$ cat src/rtl/uart_rx.sv
// UART receiver: oversampled 8N1 deserializer with framing-error detection.
// Define UART_RX_PARITY_EN to add a parity bit check and the parity_err port.
module uart_rx #(
  parameter int DATA_BITS  = 8,
  parameter int OVERSAMPLE = 16,
  parameter int PARITY_ODD = 0
) (
  input  logic                 clk,
  input  logic                 rst,
  input  logic                 tick,
  input  logic                 rx,
  output logic [DATA_BITS-1:0] rx_data,
  output logic                 rx_valid,
  output logic                 frame_err,
  output logic                 busy
`ifdef UART_RX_PARITY_EN
  ,
  output logic                 parity_err
`endif
);

  localparam int TW = $clog2(OVERSAMPLE);
  localparam int BW = $clog2(DATA_BITS + 1);
  localparam logic [TW-1:0] TICK_MID  = TW'(OVERSAMPLE / 2 - 1);
  localparam logic [TW-1:0] TICK_LAST = TW'(OVERSAMPLE - 1);
  localparam logic [BW-1:0] BIT_LAST  = BW'(DATA_BITS - 1);

  typedef enum logic [2:0] {
    IDLE,
    START,
    DATA,
`ifdef UART_RX_PARITY_EN
    PARITY,
`endif
    STOP,
    BREAK
  } state_t;

  state_t               state, state_n;
  logic                 rx_meta, rx_s;
  logic [TW-1:0]        tick_cnt, tick_cnt_n;
  logic [BW-1:0]        bit_cnt, bit_cnt_n;
  logic [DATA_BITS-1:0] shift, shift_n, rx_data_n;
  logic                 rx_valid_n, frame_err_n;
`ifdef UART_RX_PARITY_EN
  localparam logic PAR_SENSE = logic'(PARITY_ODD != 0);
  logic par_bad, par_bad_n, parity_err_n;
`endif

  assign busy = (state != IDLE);

  always_ff @(posedge clk) begin
    if (rst) begin
      rx_meta   <= 1'b1;
      rx_s      <= 1'b1;
      state     <= IDLE;
      tick_cnt  <= '0;
      bit_cnt   <= '0;
      shift     <= '0;
      rx_data   <= '0;
      rx_valid  <= 1'b0;
      frame_err <= 1'b0;
`ifdef UART_RX_PARITY_EN
      par_bad    <= 1'b0;
      parity_err <= 1'b0;
`endif
    end else begin
      rx_meta   <= rx;
      rx_s      <= rx_meta;
      state     <= state_n;
      tick_cnt  <= tick_cnt_n;
      bit_cnt   <= bit_cnt_n;
      shift     <= shift_n;
      rx_data   <= rx_data_n;
      rx_valid  <= rx_valid_n;
      frame_err <= frame_err_n;
`ifdef UART_RX_PARITY_EN
      par_bad    <= par_bad_n;
      parity_err <= parity_err_n;
`endif
    end
  end

  always_comb begin
    state_n     = state;
    tick_cnt_n  = tick_cnt;
    bit_cnt_n   = bit_cnt;
    shift_n     = shift;
    rx_data_n   = rx_data;
    rx_valid_n  = 1'b0;
    frame_err_n = 1'b0;
`ifdef UART_RX_PARITY_EN
    par_bad_n    = par_bad;
    parity_err_n = 1'b0;
`endif
    case (state)
      IDLE: begin
        if (!rx_s) begin
          state_n    = START;
          tick_cnt_n = '0;
        end
      end
      // A start bit must still be low at its midpoint, otherwise it was a glitch.
      START: begin
        if (tick) begin
          if (tick_cnt == TICK_MID) begin
            if (!rx_s) begin
              state_n    = DATA;
              tick_cnt_n = '0;
              bit_cnt_n  = '0;
            end else begin
              state_n = IDLE;
            end
          end else begin
            tick_cnt_n = tick_cnt + 1'b1;
          end
        end
      end
      DATA: begin
        if (tick) begin
          if (tick_cnt == TICK_LAST) begin
            tick_cnt_n = '0;
            shift_n    = {rx_s, shift[DATA_BITS-1:1]};
            bit_cnt_n  = bit_cnt + 1'b1;
            if (bit_cnt == BIT_LAST) begin
`ifdef UART_RX_PARITY_EN
              state_n = PARITY;
`else
              state_n = STOP;
`endif
            end
          end else begin
            tick_cnt_n = tick_cnt + 1'b1;
          end
        end
      end
`ifdef UART_RX_PARITY_EN
      PARITY: begin
        if (tick) begin
          if (tick_cnt == TICK_LAST) begin
            tick_cnt_n = '0;
            par_bad_n  = (rx_s != ((^shift) ^ PAR_SENSE));
            state_n    = STOP;
          end else begin
            tick_cnt_n = tick_cnt + 1'b1;
          end
        end
      end
`endif
      // Framing error outranks parity error; a bad frame never updates rx_data.
      STOP: begin
        if (tick) begin
          if (tick_cnt == TICK_LAST) begin
            if (rx_s) begin
              state_n = IDLE;
`ifdef UART_RX_PARITY_EN
              if (par_bad) begin
                parity_err_n = 1'b1;
              end else begin
                rx_data_n  = shift;
                rx_valid_n = 1'b1;
              end
`else
              rx_data_n  = shift;
              rx_valid_n = 1'b1;
`endif
            end else begin
              frame_err_n = 1'b1;
              state_n     = BREAK;
            end
          end else begin
            tick_cnt_n = tick_cnt + 1'b1;
          end
        end
      end
      BREAK: begin
        if (rx_s) state_n = IDLE;
      end
      default: state_n = IDLE;
    endcase
  end

endmodule

$ cat config.mk
export PLATFORM = sky130hd
export DESIGN_NAME = uart_rx
export DESIGN_NICKNAME = d
export VERILOG_FILES = /design/src/rtl/uart_rx.sv
export SDC_FILE = /design/constraint.sdc
export NUM_CORES = 1
export LEC_CHECK = 0
export ABC_AREA = 1
export CORE_MARGIN = 4
export CORE_UTILIZATION = 58
export DETAILED_ROUTE_END_ITERATION = 8
export PLACE_DENSITY = 0.87
export SYNTH_ARGS = -nofsm -noshare
export SYNTH_HDL_FRONTEND = slang
export SYNTH_SLANG_ARGS = --single-unit
$ cat constraint.sdc
create_clock -name clk -period 4 [get_ports clk]
set_input_delay 0.4 -clock clk [delete_from_list [all_inputs] [get_ports clk]]
set_output_delay 0.4 -clock clk [all_outputs]
set_load 0.005 [all_outputs]
== Word-level counts from Yosys, hierarchy flattened ==
Index checks and enable logic that the tools add are counted.

* $add $sub $neg: 2
* $mul: 0
* Divide/modulo/power cells: 0
* Order comparisons: 0
* Equality and inequality tests: 18
* Shift operators: 0
* Muxes and demuxes: 28
* Bitwise gates (word level): 3
* Reductions and logical operators: 10

{| class="wikitable"
|+ Operators by type and width
! operator !! count
|-
| 2-to-1 mux 4 bit || 12
|-
| 2-to-1 mux 3 bit || 10
|-
| inequality test 2 bit (second input constant) || 11
|-
| one-hot mux 4 bit (4 select lines) || 1
|-
| one-hot mux 3 bit (5 select lines) || 1
|-
| AND reduction 9 bit || 1
|-
| adder 4 x 1 -> 4 bit (second input constant) || 2
|-
| == test 4 x 3 -> 1 bit (second input constant) || 2
|-
| one-hot mux 4 bit (2 select lines) || 1
|-
| == test 3 x 2 -> 1 bit (second input constant) || 2
|-
| AND reduction 6 bit || 1
|-
| AND reduction 5 bit || 1
|-
| == test 4 bit (second input constant) || 1
|-
| AND reduction 4 bit || 1
|-
| nonzero test 4 bit || 1
|-
| OR reduction 4 bit || 1
|-
| == test 3 x 1 -> 1 bit (second input constant) || 1
|-
| == test 3 bit (second input constant) || 1
|-
| logical NOT 3 bit || 1
|-
| NOT 1 bit || 3
|-
| AND reduction 3 bit || 1
|-
| nonzero test 3 bit || 1
|-
| 2-to-1 mux 1 bit || 2
|-
| 2-to-1 mux 2 bit || 1
|-
| nonzero test 2 bit || 1
|}

* Register bits: 31
* Bits in latches: 0
* RAM bits: 0
* Memory bits (read-only): 0
* Input port bits: 4
* Output and inout bits: 11
* Memories kept: 0

== Depth between registers and ports, before layout ==
Gate-level depths: netlist of run 1.

* Word-level depth: 5
* Gate-level depth with buffers: 10
* Depth with buffers taken out: 10

== Worst setup path after synthesis of run 1 ==
No wires, ideal clock.

* Kind: reg-to-reg
* Start point: register tick_cnt[0]
* End point: register state[0]
* Arrival: 1.244 ns
* Required time: 3.887 ns
* Setup slack: 2.643 ns
* Cell stages (with the launch flop): 11
* Buffers on the path: 0
* Period minus slack after synthesis: 1.357 ns
* Cell sequence: dfxtp_1 > ha_1 > nand2_1 > inv_1 > nand2_1 > nand2_2 > nand3_1 > nor2_2 > nand2_1 > nand2_1 > nor2_1

* Word-level cells in the longest chain between the ends: 3
* Elaborated cells between the ends (all ways): 6

{| class="wikitable"
|+ Ends and longest elaborated chain
! element !! line !! source
|-
| from (decl) || 41 || <nowiki>logic [TW-1:0] tick_cnt, tick_cnt_n;</nowiki>
|-
| from (signal assigned) || 71 || <nowiki>tick_cnt <= tick_cnt_n;</nowiki>
|-
| == test 4 bit or == test 4 x 3 -> 1 bit (tied branches) || 121, 153, 106 ||
|-
| inequality test 2 bit (no line) || - ||
|-
| AND reduction 9 bit (no line) (*) || - ||
|-
| to (signal assigned) || 70 || <nowiki>state <= state_n;</nowiki>
|-
| to (decl) || 39 || <nowiki>state_t state, state_n;</nowiki>
|}

Mark *: on every way between the ends. The rest lies on a longest branch, timed or not.
A chain may end at the register's enable or synchronous reset.

== Worst setup path in the final report of run 1 ==
* Start point: register state[1]
* End point: output busy

* Word-level cells in the longest chain between the ends: 1

{| class="wikitable"
|+ Ends and longest elaborated chain
! element !! line !! source
|-
| nonzero test 3 bit || 50 || <nowiki>assign busy = (state != IDLE);</nowiki>
|-
| to (decl) || 15 || <nowiki>output logic busy</nowiki>
|}

Every way passes these cells.

==> results of run 1 <==
==> logic make-up after synthesis <==
kind of cell               after synthesis  synth area share
and+or+nand+nor                        105             0.333
AOI/OAI and AO/OA                       37             0.133
xor gates and xnor gates                 2            0.0123
DFF                                     31             0.437
buffers and inverters                   25            0.0670
adders and majority gates                2            0.0176
==> worst max-delay path, delay by kind of cell (launching register included) <==
kind | cells | cell delay, ps
buffers and inverters | 2 | 610
AND/OR/NAND/NOR | 1 | 90
flip-flops | 1 | 530
==> worst min-delay path by stage <==
| stage | startpoint | to | slack (ps) | depth (start not counted) |
|---|---|---|---|---|
| after CTS | rx_meta | rx_s | 430 | 1 |
| final | rx_meta | rx_s | 420 | 1 |
| after floorplan | rx_meta | rx_s | 390 | 1 |
| after global routing | rx_meta | rx_s | 430 | 1 |
| after detailed placement | rx_meta | rx_s | 410 | 1 |
| after global placement | rx_meta | rx_s | 400 | 1 |
==> stage by stage <==
stage          setup WS (ps)   util  area, sq um  hold WS (ps)  cells
6_report                2060  0.719         1640           423    247
3_3_place_gp            2160  0.694         1580           398    240
3_5_place_dp            2090  0.694         1580           413    240
5_1_grt                 1960  0.719         1640           434    247
2_1_floorplan           2640      -         1420           389    202
4_1_cts                 2070  0.719         1640           430    247
==> synth_stat cells (all sizes together) (2+ instances only) <==
cell type / n / share of area
nand3: 15 / 0.053
nor2: 38 / 0.11
dfxtp: 31 / 0.44
ha: 2 / 0.018
a21oi: 17 / 0.063
inv: 21 / 0.056
nand4: 2 / 0.013
or2: 2 / 0.0088
o21ai: 20 / 0.070
nand2: 42 / 0.12
clkbuf: 3 / 0.0079
nor3: 2 / 0.0070
nand3b: 3 / 0.016
==> metal layers <==
| metal | GRT usage | vias to the layer above |
|---|---|---|
| met5 | 0 | - |
| met4 | 0.0795 | 0 |
| met3 | 0.0475 | 5 |
| met2 | 0.332 | 33 |
| met1 | 0.267 | 621 |
| li1 | - | 686 |
==> report_power, final <==
part | internal, mW | total (mW) | switching (mW)
Combinational | 0.125 | 0.341 | 0.217
Sequential | 0.336 | 0.379 | 0.0432
Clock | 0.0813 | 0.182 | 0.101
Total | 0.542 | 0.903 | 0.361
==> area by class of cell <==
| type | instances | area share |
|---|---|---|
| tap | 28 | 0.0214 |
| inverter | 21 | 0.0482 |
| multi-input combinational | 146 | 0.431 |
| clock buffer | 6 | 0.0314 |
| timing repair buffer | 14 | 0.0857 |
| sequential | 31 | 0.379 |
| clock inverter | 1 | 0.00306 |
==> sequential cells by signal, summed over array words and instances (netlist names) <==
register and flops:
frame_err 1, tick_cnt 4, shift 8, rx_meta 1, bit_cnt 4, rx_valid 1, state 3, rx_data 8
rx_s 1
==> summary.md, run 1 <==
| Metric | Value |
|---|---|
| Outcome | `complete, no violations` |
| N_diodes | `0` |
| Leak pwr | `0.658 nW` |
| Cell Chain, Critical Path | `inv_1 > nand2_1 > clkdlybuf4s50_1` |
| Setup violators final | `0` |
| TritonCTS Buffers | `5` |
| CP Capture Type | `primary output` |
| Post-CTS Repair Setup Buffers | `0` |
| Req. time, crit path | `between 3000 and 4000 ps` |
| Reg2reg path depth | `6` |
| Hold Crit Class | `flip-flop to flip-flop` |
| DRC viols | `0` |
| Setup tns final | `0 ps` |
| Clk sinks | `31` |
| RSZ-0062 raised after global routing | `no` |
| Post-synthesis cell type count | `24` |
| Fmax | `slightly above 500 MHz` |
| Sequential cell area | `around 620 sq um` |
| Via count | `about 1300` |
| EDFF count, synth | `0` |
| # fillers | `roughly 190` |
| Core area | `between 2000 and 2500 sq um` |
| Final min period | `between 1500 and 2000 ps` |
| Most used DFF post-synth | `dfxtp_1` |
| Mapped Nets | `around 210` |
| # H-tree levels | `2` |
| Post-synth ARST share | `0` |
| Most frequent cells in the layout | `37 x nand2_1, 34 x nor2_1, 31 x dfxtp_1` |
| Maximum vdd drop | `approximately 430 uV` |
| Final nets | `roughly 230` |
| Maximum buffer depth of the clock tree | `2` |
| Gpl congestion | `slightly above 0.8` |
| Die H | `between 50 and 60 um` |
| CP Launch Type | `flip-flop` |
| Met3 WL | `~160 um` |
| Syn Inst Count | `just over 200` |
| # resized after CTS | `0` |
| Transition time at the pin with the least slew margin | `~510 ps` |
| Critical path arrival | `between 1500 and 2000 ps` |
| FF-to-FF Start | `tick_cnt[0]` |
| Pwr/cell area | `about 550 nW/um^2` |
| R2R Path End | `rx_data[4]` |
| Maxcap violations | `0` |
| CTS Root Cell | `clkbuf_4` |
| Crit path max fanout | `8` |
| Clock-pin slew on the worst setup and hold paths | `around 90 ps` |
| Worst slew margin | `0.660` |
| Top Ports | `15` |
| Die area | `about 3300 sq um` |
| Critical path class | `flip-flop to primary output` |
| Area occupied by multi-input gates | `approximately 700 sq um` |
| Die Span X | `~57 um` |
| Slew Limit Fails | `0` |
| Largest net degree at the start of global routing | `23` |
| Total power | `between 0.9 and 1 mW` |
| M1 WL | `between 1000 and 1500 um` |
| Proportion of synthesized chip area in sequential cells | `0.437` |
| First-pass GRT wire length | `between 5000 and 6000 um` |
| Initial DRC Count | `42` |
| Hold Buf Count CTS | `0` |
| DR WL/cell | `approximately 12 um` |
| Latest clock arrival within the worst-skew pair | `between 300 and 400 ps` |
| Core Rows | `17` |
| Synth warn | `0` |
| Total GRT Usage | `0.207` |
| Initial antenna violation count | `0` |
| Period utilization | `0.486` |
| Starting Density | `0.624` |
| Syn avg cell area | `between 7 and 8 sq um` |
| Skew final | `about 5.8 ps` |
| CTS tree | `built` |
| Share of layout cells above drive strength 1 | `0.110` |
| Highest routed layer | `met4` |
| Reg2reg setup slack | `2330 ps` |
| Post-Synthesis Cell Area | `roughly 1400 sq um` |
| Vias in the first global route | `1221` |
| Fin. Hold Viols | `0` |
| Worst path max stage delay | `530 ps` |
| Critical Path Start | `state[1]` |
| Port bufs | `14` |
| #FFs+latches synth | `31` |
| Crit-path slowest cell | `dfxtp_1` |
| DR vias/cell | `between 5 and 6` |
| Met2 routed WL | `~1400 um` |
| Post-route ant nets | `0` |
| P&R area growth vs syn | `15.2%` |
| Wirelength, routed | `between 2000 and 3000 um` |
| Half-perimeter wire length after placement | `2140 um` |
| Critical path capture point | `busy` |
| First-pass iteration count of the detailed router | `4` |
| GRT overflow | `0` |
| Most common library cell in the layout ignoring fill and taps | `nand2_1` |
Power figures use the tool's default switching activity.
==> run 2: changes to the inputs <==
--- a/config.mk
+++ b/config.mk
@@ -7,9 +7,9 @@
 export LEC_CHECK = 0
 export ABC_AREA = 1
 export CORE_MARGIN = 4
-export CORE_UTILIZATION = 58
+export CORE_UTILIZATION = 49
 export DETAILED_ROUTE_END_ITERATION = 8
-export PLACE_DENSITY = 0.87
+export PLACE_DENSITY = 0.79
 export SYNTH_ARGS = -nofsm -noshare
 export SYNTH_HDL_FRONTEND = slang
 export SYNTH_SLANG_ARGS = --single-unit
==> constraint.sdc (replaced) <==
create_clock -name clk -period 1.7 [get_ports clk]
set_input_delay 0.17 -clock clk [delete_from_list [all_inputs] [get_ports clk]]
set_output_delay 0.17 -clock clk [all_outputs]
set_load 0.005 [all_outputs]
==> run 2 against run 1 <==
Critical path depth unchanged; first-iteration DRC count down 9.5%; cell area up 3.7%; sequential power up 140%; critical path type unchanged; highest routed layer unchanged.
==> summary.md, run 2 (synthesized netlist as in run 1, its figures left out) <==
| Metric | Value |
|---|---|
| Skew final | `roughly 11 ps` |
| Clk sinks | `31` |
| GRT overflow | `0` |
| Setup violators final | `0` |
| Top Ports | `15` |
| CP Launch Type | `flip-flop` |
| CTS tree | `built` |
| Maximum buffer depth of the clock tree | `2` |
| Internal power | `between 1 and 1.5 mW` |
| Final WS setup | `roughly 86 ps` |
| M1 WL | `between 1000 and 1500 um` |
| CP Capture Type | `primary output` |
| Pwr/cell area | `~1300 nW/um^2` |
| CTS Root Cell | `clkbuf_4` |
| Post-CTS Repair Setup Buffers | `0` |
| Fmax | `just over 600 MHz` |
| Reg power frac | `0.413` |
| Req. time, crit path | `about 1500 ps` |
| Clock network power share | `0.200` |
| Gpl congestion | `0.908` |
| Non-Filler Instances | `around 250` |
| Vias in the first global route | `between 1000 and 1500` |
| Period utilization | `0.950` |
| Total power | `between 2 and 2.5 mW` |
| Worst slew margin | `0.815` |
| Via count | `1339` |
| Leak pwr | `~0.68 nW` |
| Cell Chain, Critical Path | `nor2_4 > nand2_1 > clkdlybuf4s50_1` |
| Switching share of power | `0.403` |
| Initial DRC Count | `38` |
| Initial antenna violation count | `0` |
| Die H | `61.8 um` |
| Critical path class | `flip-flop to primary output` |
| Largest regs | `rx_data: 8 flops, shift: 8 flops` |
| Highest routed layer | `met4` |
| Core area | `2760 sq um` |
| DRC viols | `0` |
| Die area | `between 3000 and 4000 sq um` |
| Most common library cell in the layout ignoring fill and taps | `nand2_1` |
| Crit-path slowest cell | `clkdlybuf4s50_1` |
| DR WL/cell | `between 10 and 15 um` |
| Met3 WL | `200 um` |
| Met2 routed WL | `roughly 1300 um` |
| Clock-pin slew on the worst setup and hold paths | `around 90 ps` |
| Final nets | `around 230` |
| Outcome | `complete, no violations` |
| Hold Buf Count CTS | `0` |
| Total GRT Usage | `0.178` |
| Inst Count DP | `between 200 and 250` |
| Reg2reg setup slack | `170 ps` |
| Worst path max stage delay | `490 ps` |
| First-pass iteration count of the detailed router | `4` |
| Pre-CTS WS | `about 97 ps` |
| Post-route ant nets | `0` |
| # resized after CTS | `0` |
| # H-tree levels | `2` |
| Wirelength, routed | `~2900 um` |
| Comb pwr share | `0.387` |
| Port bufs | `14` |
| Maximum vdd drop | `a little over 800 uV` |
| Final min period | `approximately 1600 ps` |
| Hold Crit Class | `input port to flip-flop` |
| Crit path max fanout | `5` |
| Core Rows | `19` |
| Net load switching power | `approximately 0.88 mW` |
| First-pass GRT wire length | `~5000 um` |
| Die Span X | `approximately 60 um` |
| Transition time at the pin with the least slew margin | `between 200 and 300 ps` |
| P&R area growth vs syn | `19.4%` |
| Fin. Hold Viols | `0` |
| Share of layout cells above drive strength 1 | `0.158` |
| Half-perimeter wire length after placement | `between 2000 and 2500 um` |
| Critical path arrival | `1440 ps` |
| Latest clock arrival within the worst-skew pair | `about 330 ps` |
| Slew Limit Fails | `0` |
| DR vias/cell | `5.29` |
| Largest net degree at the start of global routing | `23` |
| N_diodes | `0` |
| TritonCTS Buffers | `5` |
| Starting Density | `0.515` |
| Maxcap violations | `0` |
| Most frequent cells in the layout | `37 x nand2_1, 32 x nor2_1, 28 x dfxtp_1` |
-- run 2: power by group through the flow --
stage	clock (mW)	combinational [mW]	sequential, mW
after floorplan	0	0.647	0.861
after global placement	0	0.782	0.896
after detailed placement	0	0.794	0.899
after CTS	0.446	0.800	0.881
after global routing	0.481	0.995	0.917
final	0.438	0.850	0.907
-- run 2: critical path, delay by kind of cell (launching register included) --
kind	cells	cell delay, ps
buffers and inverters	1	490
DFF	1	480
and+or+nand+nor	2	140
-- run 2: area by class of cell --
| class | instances | area, sq um |
|---|---|---|
| Fill cell | 263 | 1060 |
| Sequential cell | 31 | 624 |
| Inverter | 21 | 78.8 |
| Multi-Input combinational cell | 146 | 734 |
| Clock inverter | 1 | 5.00 |
| Timing Repair Buffer | 17 | 163 |
| Clock buffer | 6 | 51.3 |
| Tap cell | 31 | 38.8 |
-- run 2: worst paths after layout --
check                            startpoint       end  cells past startpoint
worst max register to register  tick_cnt[1]  state[2]                     10
worst max-delay path               state[2]      busy                      3
worst min-delay path                     rx   rx_meta                      2
worst min register to register      rx_meta      rx_s                      1
-- run 2: through the flow --
step | hold WS (ps) | utilization | setup TNS (ps) | instance area [sq um]
floorplan | 274 | - | 0 | 1420
global placement | 393 | 0.582 | 0 | 1610
detailed placement | 412 | 0.582 | 0 | 1610
CTS | 404 | 0.603 | 0 | 1660
global route | 399 | 0.615 | -38.3 | 1700
finish | 408 | 0.615 | 0 | 1700
-- run 2: per-layer routing --
layer  vias to the layer above  GRT usage
li1                        694          -
met1                       592      0.247
met2                        46      0.254
met3                         7     0.0579
met4                         0     0.0727
met5                         -          0
==> run 3: changes to the inputs <==
--- a/config.mk
+++ b/config.mk
@@ -10,6 +10,7 @@
 export CORE_UTILIZATION = 49
 export DETAILED_ROUTE_END_ITERATION = 8
 export PLACE_DENSITY = 0.79
+export SKIP_CTS_REPAIR_TIMING = 1
 export SYNTH_ARGS = -nofsm -noshare
 export SYNTH_HDL_FRONTEND = slang
 export SYNTH_SLANG_ARGS = --single-unit
==> results of run 3 <==
Same layout as run 2: the final DEF is identical, and so are final timing and power.
